[src/rtl/encoder4_2_seq.sv]
// Registered 4-to-2 one-hot encoder with a valid/ready handshake and a one-entry output register.
// Illegal codes (all-zero or multi-hot) are flagged per word and counted in a saturating counter.
module encoder4_2_seq #(
  parameter int CNT_W         = 8,
  parameter bit PRIORITY_HIGH = 1'b1
) (
  input  logic             clk,
  input  logic             rst,
  input  logic             in_valid,
  output logic             in_ready,
  input  logic [3:0]       in_code,
  output logic             out_valid,
  input  logic             out_ready,
  output logic [1:0]       out_idx,
  output logic             out_multi,
  output logic             out_none,
  input  logic             err_clr,
  output logic [CNT_W-1:0] err_cnt
);

  typedef enum logic {EMPTY, FULL} state_t;

  state_t           state_reg, state_next;
  logic [1:0]       idx_reg;
  logic             multi_reg, none_reg;
  logic [CNT_W-1:0] err_cnt_reg, err_cnt_next;

  logic       accept;
  logic [3:0] code_m;
  logic [2:0] ones;
  logic [1:0] enc_idx;
  logic       enc_multi, enc_none, illegal_acc;

  assign out_valid = (state_reg == FULL);
  assign in_ready  = !out_valid || out_ready;
  assign accept    = in_valid && in_ready;

  // Masking with accept keeps an undriven in_code from reaching the decode logic.
  assign code_m = in_code & {4{accept}};

  always_comb begin
    ones    = 3'd0;
    enc_idx = 2'd0;
    for (int i = 0; i < 4; i++) begin
      ones = ones + {2'b00, code_m[i]};
    end
    if (PRIORITY_HIGH) begin
      for (int i = 0; i < 4; i++) begin
        if (code_m[i]) enc_idx = i[1:0];
      end
    end else begin
      for (int i = 3; i >= 0; i--) begin
        if (code_m[i]) enc_idx = i[1:0];
      end
    end
    enc_none  = (ones == 3'd0);
    enc_multi = (ones > 3'd1);
  end

  assign illegal_acc = accept && (enc_none || enc_multi);

  always_comb begin
    state_next = state_reg;
    case (state_reg)
      EMPTY:   if (accept) state_next = FULL;
      FULL:    if (out_ready) state_next = accept ? FULL : EMPTY;
      default: state_next = EMPTY;
    endcase
  end

  // A clear in the same cycle as an illegal accept keeps that event.
  always_comb begin
    err_cnt_next = err_cnt_reg;
    if (err_clr) begin
      err_cnt_next = illegal_acc ? CNT_W'(1) : '0;
    end else if (illegal_acc && (err_cnt_reg != {CNT_W{1'b1}})) begin
      err_cnt_next = err_cnt_reg + CNT_W'(1);
    end
  end

  always_ff @(posedge clk) begin
    if (rst) begin
      state_reg   <= EMPTY;
      idx_reg     <= 2'd0;
      multi_reg   <= 1'b0;
      none_reg    <= 1'b0;
      err_cnt_reg <= '0;
    end else begin
      state_reg   <= state_next;
      err_cnt_reg <= err_cnt_next;
      if (accept) begin
        idx_reg   <= enc_idx;
        multi_reg <= enc_multi;
        none_reg  <= enc_none;
      end
    end
  end

  assign out_idx   = idx_reg;
  assign out_multi = multi_reg;
  assign out_none  = none_reg;
  assign err_cnt   = err_cnt_reg;

endmodule

[config.mk]
export PLATFORM = sky130hd
export DESIGN_NAME = encoder4_2_seq
export DESIGN_NICKNAME = d
export VERILOG_FILES = /design/src/rtl/encoder4_2_seq.sv
export SDC_FILE = /design/constraint.sdc
export NUM_CORES = 1
export LEC_CHECK = 0
export ABC_AREA = 1
export CORE_MARGIN = 4
export CORE_UTILIZATION = 49
export CTS_CLUSTER_DIAMETER = 150
export DETAILED_ROUTE_END_ITERATION = 16
export PLACE_DENSITY = 0.8
export SYNTH_ARGS = -nofsm -noshare
export SYNTH_HDL_FRONTEND = slang
export SYNTH_SLANG_ARGS = --single-unit
[constraint.sdc]
create_clock -name clk -period 7.5 [get_ports clk]
set_input_delay 1.5 -clock clk [delete_from_list [all_inputs] [get_ports clk]]
set_output_delay 1.5 -clock clk [all_outputs]
set_load 0.005 [all_outputs]
==> results.tsv, run 1 <==
metric	value	unit
drt_first_iter_violations	19	
tightestPinTransition	340	ps
ys_warn_count	0	
reg2reg_slack	4850	ps
final.fill_count	137	
finish.net_count	151	
final_design_area_no_fill	0.00106	mm²
worst_clock_skew	4.84	ps
clkTransAtPathRegs	90	ps
dr.pass1.iters	4	
setup.worst_path.end_class	output port	
postSynth.asyncResetShare	0	%
reg2reg_to	err_cnt[5]	
post-cts-setup-buffers	0	
utilization_after_layout	69.5	%
finalSetupViolations	0	
chip_width	48.3	µm
rsz0062_at_grt	no	
worst_hold_endpoint	out_multi	
worst_ir_drop_vdd	0.117	mV
cts_hold_buffers	0	
die_area	0.00234	mm²
worstSetupPathType	input pin to output port	
placeableCoreArea	0.00152	mm²
arrival_worst_endpoint	2580	ps
synth-edff-count	0	
grt_first_pass_wirelength	3050	µm
maxSlewViolCount	0	
hold-path-cell-count	2	
cp-start-kind	input pin	
layout-drive-gt1-share	16.2	%
status	complete, no violations	
drtAntennaViolNets	0	
globalRoute.totalOverflow	0	
gpl.final_weighted_congestion	0.811	
synth.top_cells.by_count	nand2_1, inv_1, dfxtp_1	
synth_top_flop_cell	dfxtp_1	
count_of_vias_placed_by_the_detailed_router	776	
insertion_delay_to_the_later_sink_of_the_worst_skew_pair	270	ps
synth_seq_cells	13	
totalWireLength	1730	µm
total_negative_setup_slacks	0	ps
initial_core_util	52.3	%
finalWorstPathRequiredPeriod	4080	ps
p_total	166	µW
synthesis.nets	125	
crit_fanout	3	
post_dp_cell_area	0.00103	mm²
timing.final.hold_violations	0	
io_pins	23	
number_of_cts_inserted_buffers	3	
cts_tree	done	
post_synth_main_area_contributors	dfxtp_1, nand2_1, inv_1	
finalCritPeriodShare	54.4	%
synth_area_per_cell	7.18	µm²
ctsHtreeMaxLevel	1	
timing.slew.headroom	77.3	%
routed_via_density	5.11	
port-buffer-count	22	
first_global_vias	681	
leakage	0.434	nW
cell_area_after_synthesis	797	µm²
initial_antenna_violation_count	0	
power-per-cell-area	157	mW/mm²
cts-root-buf	clkbuf_4	
number_of_cells_produced_by_synthesis	111	
yosys.area.top_type_share	32.7	%
cap_viol_max_count	0	
rr_startpoint	out_valid	
maxClockFrequency	0.245	GHz
synth.yosys.seq_area_share	32.7	%
worst_r2r_path_depth	15	
chipHeight	48.3	µm
hold_class	flop to flop	
cts.sink_count	13	
antenna-diode-count	0	
cts_repair_resize_count	0	
clock_tree_buffer_depth	2	
worstPathRequired	6000	ps
dpl.hpwl	1360	µm
rows	14	
grt_start_max_net_pins	10	
routed_wire_length_per_instance	11.3	µm
min_from	out_multi	
post-synth-top-area-cell	dfxtp_1	
flow.area_growth_from_synthesis	33.0	%
grt_usage	15.8	%
yosys.cell_types.count	24	
drc_errors	0	
largest_register_ff_count	8	
synth.most_common_cell	nand2_1	
per-stage QoR:
stage,hold WS [ps],setup slack (ps),std cells
after floorplan,461,3870,111
after global placement,453,3320,148
after detailed placement,458,3230,148
after CTS,471,3400,152
after global routing,501,3290,152
final,467,3420,152
worst max path at each step:
stage               from          to  slack [ps]  cells past startpoint
4_1_cts        out_ready    in_ready        3400                      4
2_1_floorplan  out_ready  err_cnt[5]        3870                     16
6_report       out_ready    in_ready        3420                      4
5_1_grt        out_ready  err_cnt[5]        3290                     17
3_5_place_dp   out_ready  err_cnt[5]        3230                     19
3_3_place_gp   out_ready  err_cnt[5]        3320                     17
routing by layer:
| metal | wire, µm | vias up | GRT usage (%) | part of all wire [%] |
|---|---|---|---|---|
| met3 | 65 | 2 | 3.99 | 3.8 |
| met2 | 822 | 15 | 23.5 | 48 |
| li1 | - | 403 | - | - |
| met4 | 13 | 0 | 5.53 | 0.75 |
| met1 | 824 | 356 | 22.0 | 48 |
| met5 | 0 | - | 0 | 0 |
power by group:
group / leakage, nW / internal, mW / switching, mW
logic: 0.313 / 0.0215 / 0.0249
clock network: 0.0150 / 0.0206 / 0.0238
registers: 0.106 / 0.0726 / 0.00257
total: 0.434 / 0.115 / 0.0513
layout by cell type, fill, tap and decap left out, drive strengths merged, types with 4 or more instances in the layout:
cell / n
nand2: 31
clkbuf: 4
clkdlybuf4s50: 22
ha: 4
inv: 18
a21oi: 11
o21ai: 6
nand3: 9
dfxtp: 13
nor2: 11
cells by family after synthesis:
family,count (synthesis),share of synthesized area (%)
AND/OR/NAND/NOR,54,34.5
adder cells (fa/ha/maj),5,8.79
buffers and inverters,19,9.26
AO/OA/AOI/OAI,20,14.8
flip-flops,13,32.7
critical path, stage by stage:
cell and delay, ps:
clkdlybuf4s50_1 480, inv_2 50, nand2_4 60, clkdlybuf4s50_1 490
cell type report:
class	instances	area [µm²]	area share (%)
clock buffer	4	26.3	2.48
inverter	18	70.1	6.61
multi-input combinational	79	463	43.7
sequential	13	260	24.6
tap	16	20.0	1.89
timing repair buffer	22	220	20.8
No activity file was read; power rests on OpenSTA's default activity.
==> inputs of run 2 (changes only) <==
Settings changed: CORE_UTILIZATION 49 to 41, PLACE_DENSITY 0.8 to 0.71.
Clock period 7.5 ns to 3.5 ns, I/O delays scaled along.
==> run 2 against run 1 <==
First-iteration DRC count decreased by 37%. Global-route usage fell by 0.48 points. Routed wire length rose by 4.2%. Hold slack improved by 0.74 ps. Power grew 120%. Clock power up 120%. Via count grew 3.5%. Sequential share of layout area shrank 0.43 points. Non-clock buffer count increased by 1. Sequential power rose by 110%. Utilization down 9.0 points. Clock skew fell by 2.3 ps.
==> results.tsv, run 2 (synthesized netlist as in run 1, its figures left out) <==
metric	value	unit	change
cts-root-buf	clkbuf_4		unchanged
worst_hold_endpoint	out_none		was out_multi
timing.slew.headroom	75.6	%	was 77.3%
critical_path.max_stage_delay	550	ps	was 490 ps
worst_r2r_path_depth	15		unchanged
crit_fanout	9		was 3
tightestPinTransition	365	ps	was 340 ps
place_ws	58.1	ps	was 3230 ps
antenna-diode-count	0		unchanged
hold-path-cell-count	2		unchanged
largest_register_ff_count	8		unchanged
die_area	0.00271	mm²	was 0.00234 mm²
gpl.final_weighted_congestion	0.786		was 0.811
first_global_vias	771		was 681
total_negative_setup_slacks	0	ps	unchanged
cp-start-kind	input pin		unchanged
critPathTopFamily	adder cells		was buffers and inverters
clock_tree_buffer_depth	2		unchanged
layout-drive-gt1-share	16.8	%	was 16.2%
reg2reg_slack	850	ps	was 4850 ps
worst_ir_drop_vdd	0.180	mV	was 0.117 mV
ctsHtreeMaxLevel	1		unchanged
drtAntennaViolNets	0		unchanged
setup.worst_path.end_class	flop		was output port
reg2reg_to	err_cnt[2]		was err_cnt[5]
initial_antenna_violation_count	0		unchanged
status	complete, no violations		unchanged
final.fill_count	168		was 137
post-cts-setup-buffers	0		unchanged
drt_first_iter_violations	12		was 19
finish.net_count	152		was 151
combined_area_of_the_multi_input_logic_cells	463	µm²	unchanged
leakage	0.439	nW	was 0.434 nW
cts_repair_resize_count	0		unchanged
place.detailed.instances	158		was 148
chip_width	52.1	µm	was 48.3 µm
layout_common_cells	nand2_1, clkdlybuf4s50_1, inv_1		unchanged
flow.area_growth_from_synthesis	35.3	%	was 33.0%
drc_errors	0		unchanged
maxClockFrequency	0.318	GHz	
insertion_delay_to_the_later_sink_of_the_worst_skew_pair	280	ps	was 270 ps
routed_wire_length_per_instance	11.1	µm	was 11.3 µm
grt_usage	15.3	%	was 15.8%
dpl.hpwl	1400	µm	was 1360 µm
number_of_cts_inserted_buffers	3		unchanged
maxSlewViolCount	0		unchanged
finalWorstPathRequiredPeriod	3150	ps	
dr.pass1.iters	4		unchanged
hold_class	flop to flop		unchanged
seq_area	260	µm²	unchanged
finalSetupViolations	0		unchanged
rr_startpoint	out_valid		unchanged
worst_path_max_delay_cell	fa_1		was clkdlybuf4s50_1
arrival_worst_endpoint	3320	ps	was 2580 ps
globalRoute.totalOverflow	0		unchanged
totalWireLength	1800	µm	was 1730 µm
worstPathRequired	3670	ps	was 6000 ps
grt_first_pass_wirelength	3130	µm	was 3050 µm
cts_tree	done		unchanged
clkTransAtPathRegs	80	ps	was 90 ps
placeableCoreArea	0.00178	mm²	was 0.00152 mm²
power-per-cell-area	333	mW/mm²	was 157 mW/mm²
worstSetupPathType	input pin to flop		was input pin to output port
finalCritPeriodShare	90.0	%	
rsz0062_at_grt	no		unchanged
crit_chain	clkdlybuf4s50_1, inv_2, nand2_4, nand2_4, inv_4, nand2_1, inv_1, fa_1, ha_1, inv_1, ha_1, nor2_2, nand2_1, nand2_2, nand3_4, o21ai_0, a21oi_2		was clkdlybuf4s50_1, inv_2, nand2_4, clkdlybuf4s50_1
cap_viol_max_count	0		unchanged
hold_slack_final	467	ps	about the same
rows	15		was 14
count_of_vias_placed_by_the_detailed_router	803		was 776
initial_core_util	44.7	%	was 52.3%
timing.final.hold_violations	0		unchanged
mostFrequentLayoutCell	nand2_1		unchanged
cts.sink_count	13		unchanged
min_from	out_none		was out_multi
io_pins	23		unchanged
chipHeight	52.1	µm	was 48.3 µm
port-buffer-count	22		unchanged
postLayoutSetupSlackWorst	352	ps	was 3420 ps
routed_via_density	4.96		was 5.11
post_layout_nonfiller_instances	162		was 152
cp_num_buf_inv	5		was 3
grt_start_max_net_pins	10		unchanged
worst_clock_skew	2.53	ps	was 4.84 ps
cts_hold_buffers	0		unchanged
[run 2: routing by layer]
layer / wire length (µm) / GRT usage [%]
met4: 41 / 8.73
met5: 0 / 0
met1: 861 / 19.6
met2: 802 / 24.1
met3: 92 / 2.58
[run 2: report_power, final]
group / leakage, nW / internal [mW] / switching [mW] / total [mW]
Sequential: 0.106 / 0.156 / 0.00575 / 0.161
Clock: 0.0150 / 0.0443 / 0.0523 / 0.0966
Combinational: 0.318 / 0.0472 / 0.0543 / 0.101
Total: 0.439 / 0.247 / 0.112 / 0.359
[run 2: per-stage QoR]
step	utilization (%)	power (mW)	area (µm²)
floorplan	-	0.227	797
global placement	59.0	0.264	1050
detailed placement	59.0	0.266	1050
CTS	60.5	0.362	1080
global route	60.5	0.380	1080
finish	60.5	0.359	1080
[run 2: worst max path at each step]
stage / startpoint / slack (ps) / depth (start not counted) / to
floorplan: out_ready / 670 / 16 / err_cnt[5]
global placement: out_ready / 90 / 17 / err_cnt[2]
detailed placement: out_ready / 60 / 17 / err_cnt[2]
CTS: out_ready / 330 / 17 / err_cnt[2]
global route: out_ready / 130 / 17 / err_cnt[2]
finish: out_ready / 350 / 17 / err_cnt[2]
[run 2: worst reg2reg max path: cells and delay by family, from the launching register on]
| kind | cells | cell delay (ps) |
|---|---|---|
| fa+ha+maj | 3 | 1000 |
| flops | 1 | 380 |
| buf+inv | 3 | 160 |
| simple gates | 7 | 730 |
| compound gates | 2 | 290 |
[run 2: area by class of cell]
cell class | count | share of cell area (%)
Multi-Input combinational cell | 79 | 42.9
Timing Repair Buffer | 23 | 21.1
Tap cell | 25 | 2.90
Inverter | 18 | 6.50
Sequential cell | 13 | 24.1
Clock buffer | 4 | 2.44
==> inputs of run 3 (changes only) <==
Settings changed: ABC_AREA 1 to default, PLACE_DENSITY 0.71 to 0.72.
==> run 3 against run 2 <==
Cell area decreased by 0.12%. Utilization increased by 1.2 points. Hold slack got worse by 19 ps. Largest cell class unchanged. Combinational power decreased by 11%. Final cell count decreased by 9.3%. Non-clock buffer count increased by 4.
==> results.tsv, run 3 <==
metric	value	unit	change
crit_top_cell	ha_1		
dr.pass1.iters	4		unchanged
timing.final.hold_violations	0		unchanged
drtAntennaViolNets	0		unchanged
gpl.final_weighted_congestion	0.830		was 0.786
worst_path_max_delay_cell	fa_1		unchanged
post-synth-top-area-cell	dfxtp_1		unchanged
power-per-cell-area	318	mW/mm²	was 333 mW/mm²
worst_clock_skew	9.57	ps	was 2.53 ps
routed_via_density	5.37		was 4.96
hold-path-cell-count	2		unchanged
port-buffer-count	22		unchanged
synth.yosys.seq_area_share	33.8	%	was 32.7%
clkTransAtPathRegs	70	ps	was 80 ps
maxClockFrequency	0.298	GHz	was 0.318 GHz
synth-edff-count	0		unchanged
synthesis.nets	109		was 125
p_total	342	µW	was 359 µW
count_of_vias_placed_by_the_detailed_router	790		was 803
worst_ir_drop_vdd	0.274	mV	was 0.180 mV
grt_usage	15.7	%	was 15.3%
critical_path.max_stage_delay	530	ps	was 550 ps
first_global_vias	724		was 771
number_of_cts_inserted_buffers	3		unchanged
drt_first_iter_violations	25		was 12
io_pins	23		unchanged
postSynth.asyncResetShare	0	%	unchanged
ys_warn_count	0		unchanged
worst_r2r_path_depth	10		was 15
rsz0062_at_grt	yes		was no
final.fill_count	163		was 168
clock_tree_buffer_depth	2		unchanged
crit_chain	clkdlybuf4s50_1, nand2b_1, and3_1, fa_1, ha_1, inv_1, ha_1, nor2_1, o2111ai_4, o31a_1, o21a_1		was clkdlybuf4s50_1, inv_2, nand2_4, nand2_4, inv_4, nand2_1, inv_1, fa_1, ha_1, inv_1, ha_1, nor2_2, nand2_1, nand2_2, nand3_4, o21ai_0, a21oi_2
critPathTopFamily	adder cells		unchanged
worst_hold_endpoint	out_multi		was out_none
synthAdderAreaFrac	9.09	%	was 8.79%
leakage	0.417	nW	was 0.439 nW
chip_width	51.4	µm	was 52.1 µm
finalSetupViolations	0		unchanged
status	complete, no violations		unchanged
cp-start-kind	input pin		unchanged
grt_first_pass_wirelength	3130	µm	about the same
rows	15		unchanged
antenna-diode-count	0		unchanged
synth.most_common_cell	dfxtp_1		was nand2_1
insertion_delay_to_the_later_sink_of_the_worst_skew_pair	280	ps	about the same
min_from	out_multi		was out_none
finalCritPeriodShare	96.0	%	was 90.0%
post_dp_cell_area	0.00103	mm²	was 0.00105 mm²
arrival_worst_endpoint	3530	ps	was 3320 ps
mostFrequentLayoutCell	clkdlybuf4s50_1		was nand2_1
worstSetupPathType	input pin to flop		unchanged
place.detailed.instances	143		was 158
post_synth_main_area_contributors	dfxtp_1, a21oi_1, ha_1		was dfxtp_1, nand2_1, inv_1
hold_class	flop to flop		unchanged
yosys.area.top_type_share	33.8	%	was 32.7%
postLayoutSetupSlackWorst	140	ps	was 352 ps
cts_tree	done		unchanged
post_layout_nonfiller_instances	147		was 162
finalWorstPathRequiredPeriod	3360	ps	was 3150 ps
dpl.hpwl	1460	µm	was 1400 µm
yosys.cell_types.count	33		was 24
routed_wire_length_per_instance	12.5	µm	was 11.1 µm
hold_slack_final	449	ps	was 467 ps
timing.slew.headroom	80.0	%	was 75.6%
initial_antenna_violation_count	0		unchanged
combined_area_of_the_multi_input_logic_cells	487	µm²	was 463 µm²
cp_num_buf_inv	2		was 5
reg2reg_to	err_cnt[4]		was err_cnt[2]
rr_startpoint	out_valid		unchanged
largest_family_of_logic_cells_by_synthesized_area	simple AND/OR/NAND/NOR gates		unchanged
layout_common_cells	clkdlybuf4s50_1, dfxtp_1, a21oi_1		was nand2_1, clkdlybuf4s50_1, inv_1
synth_area_per_cell	8.11	µm²	was 7.18 µm²
number_of_cells_produced_by_synthesis	95		was 111
worstPathRequired	3670	ps	about the same
placeableCoreArea	0.00175	mm²	was 0.00178 mm²
final_design_area_no_fill	0.00108	mm²	about the same
synth_seq_cells	13		unchanged
largest_register_ff_count	8		unchanged
cell_area_after_synthesis	771	µm²	was 797 µm²
reg2reg_slack	700	ps	was 850 ps
post_synth_xor_area_fraction	0	%	unchanged
tightestPinTransition	296	ps	was 365 ps
die_area	0.00264	mm²	was 0.00271 mm²
totalWireLength	1840	µm	was 1800 µm
grt_start_max_net_pins	9		was 10
maxSlewViolCount	0		unchanged
place_ws	-150	ps	was 58.1 ps
finish.net_count	137		was 152
ctsHtreeMaxLevel	1		unchanged
layout-drive-gt1-share	11.5	%	was 16.8%
cts-root-buf	clkbuf_4		unchanged
synth_top_flop_cell	dfxtp_1		unchanged
synth.top_cells.by_count	dfxtp_1, a21oi_1, nand2_1, nor2_1		was nand2_1, inv_1, dfxtp_1
setup.worst_path.end_class	flop		unchanged
initial_core_util	44.2	%	was 44.7%
cap_viol_max_count	0		unchanged
synth_compound_gate_area_share	20.0	%	was 14.8%
seq_area	260	µm²	unchanged
cts.sink_count	13		unchanged
crit_fanout	7		was 9
post_synth_mux_area_share	0	%	unchanged
post_synth_and_or_nand_nor_area_fraction	31.8	%	was 34.5%
flow.area_growth_from_synthesis	39.8	%	was 35.3%
drc_errors	0		unchanged
globalRoute.totalOverflow	0		unchanged
chipHeight	51.4	µm	was 52.1 µm
==> run 3: cell count changes in the layout (fill, tap and decap cells not counted), sizes merged, moves of 2 or more <==
cell,delta
inv,-14
nor3,+5
buf,+4
nand2b,+2
and3,+5
nand3,-3
nor2,-3
nand2,-23
nor4,+2
o21ai,-3
and2,+3
a211oi,+2
==> run 3: power breakdown <==
part	total, mW	switching, mW	internal, mW
combinational	0.0900	0.0419	0.0481
clock	0.0931	0.0489	0.0442
sequential	0.159	0.00441	0.155
==> run 3: worst max-delay path by stage <==
stage	slack (ps)	depth (start not counted)	from	to
after CTS	120	11	out_ready	err_cnt[4]
after detailed placement	-150	11	out_ready	err_cnt[4]
after floorplan	350	11	out_ready	err_cnt[4]
after global routing	0.5	11	out_ready	err_cnt[6]
after global placement	-80	11	out_ready	err_cnt[4]
final	140	11	out_ready	err_cnt[4]
==> run 3: cell type report <==
type	instances	share of cell area [%]
clock buffer	4	2.44
inverter	4	1.39
multi-input combinational	74	45.2
sequential	13	24.2
tap	25	2.90
timing repair buffer	27	23.9
==> run 3: per-stage QoR <==
stage | util (%) | TNS [ps]
final | 61.7 | 0
after global routing | 61.7 | 0
after CTS | 60.7 | 0
after detailed placement | 59.2 | -556
after global placement | 59.2 | -95.2
after floorplan | - | 0
==> run 3: routing by layer <==
layer / up-vias / part of all wire, % / GRT usage, %
li1: 398 / - / -
met1: 371 / 46 / 19.8
met2: 19 / 48 / 25.5
met3: 2 / 5.3 / 6.12
met4: 0 / 0.49 / 2.62
met5: - / 0 / 0
==> run 3: cells by family (layout without fill, tap and decap cells) <==
family                     after synthesis  after routing
AOI/OAI and AO/OA                       23             23
and+or+nand+nor                         46             46
adders and majority gates                5              5
buffers and inverters                    8             35
DFF                                     13             13
==> run 3: what timing repair did <==
action / CTS / global route
hold buffers: 0 / 0
setup buffers: 0 / 0
endpoints found under the setup margin: 0 / 3
hold endpoints to repair: 0 / 0
resized for setup: 0 / 2
==> run 3: worst register-to-register path, delay by kind of cell (launching register included) <==
kind / cells / cell delay, ps
adders and majority gates: 3 / 980
buffers and inverters: 1 / 50
and+or+nand+nor: 3 / 600
DFF: 1 / 340
AOI/OAI and AO/OA: 3 / 730
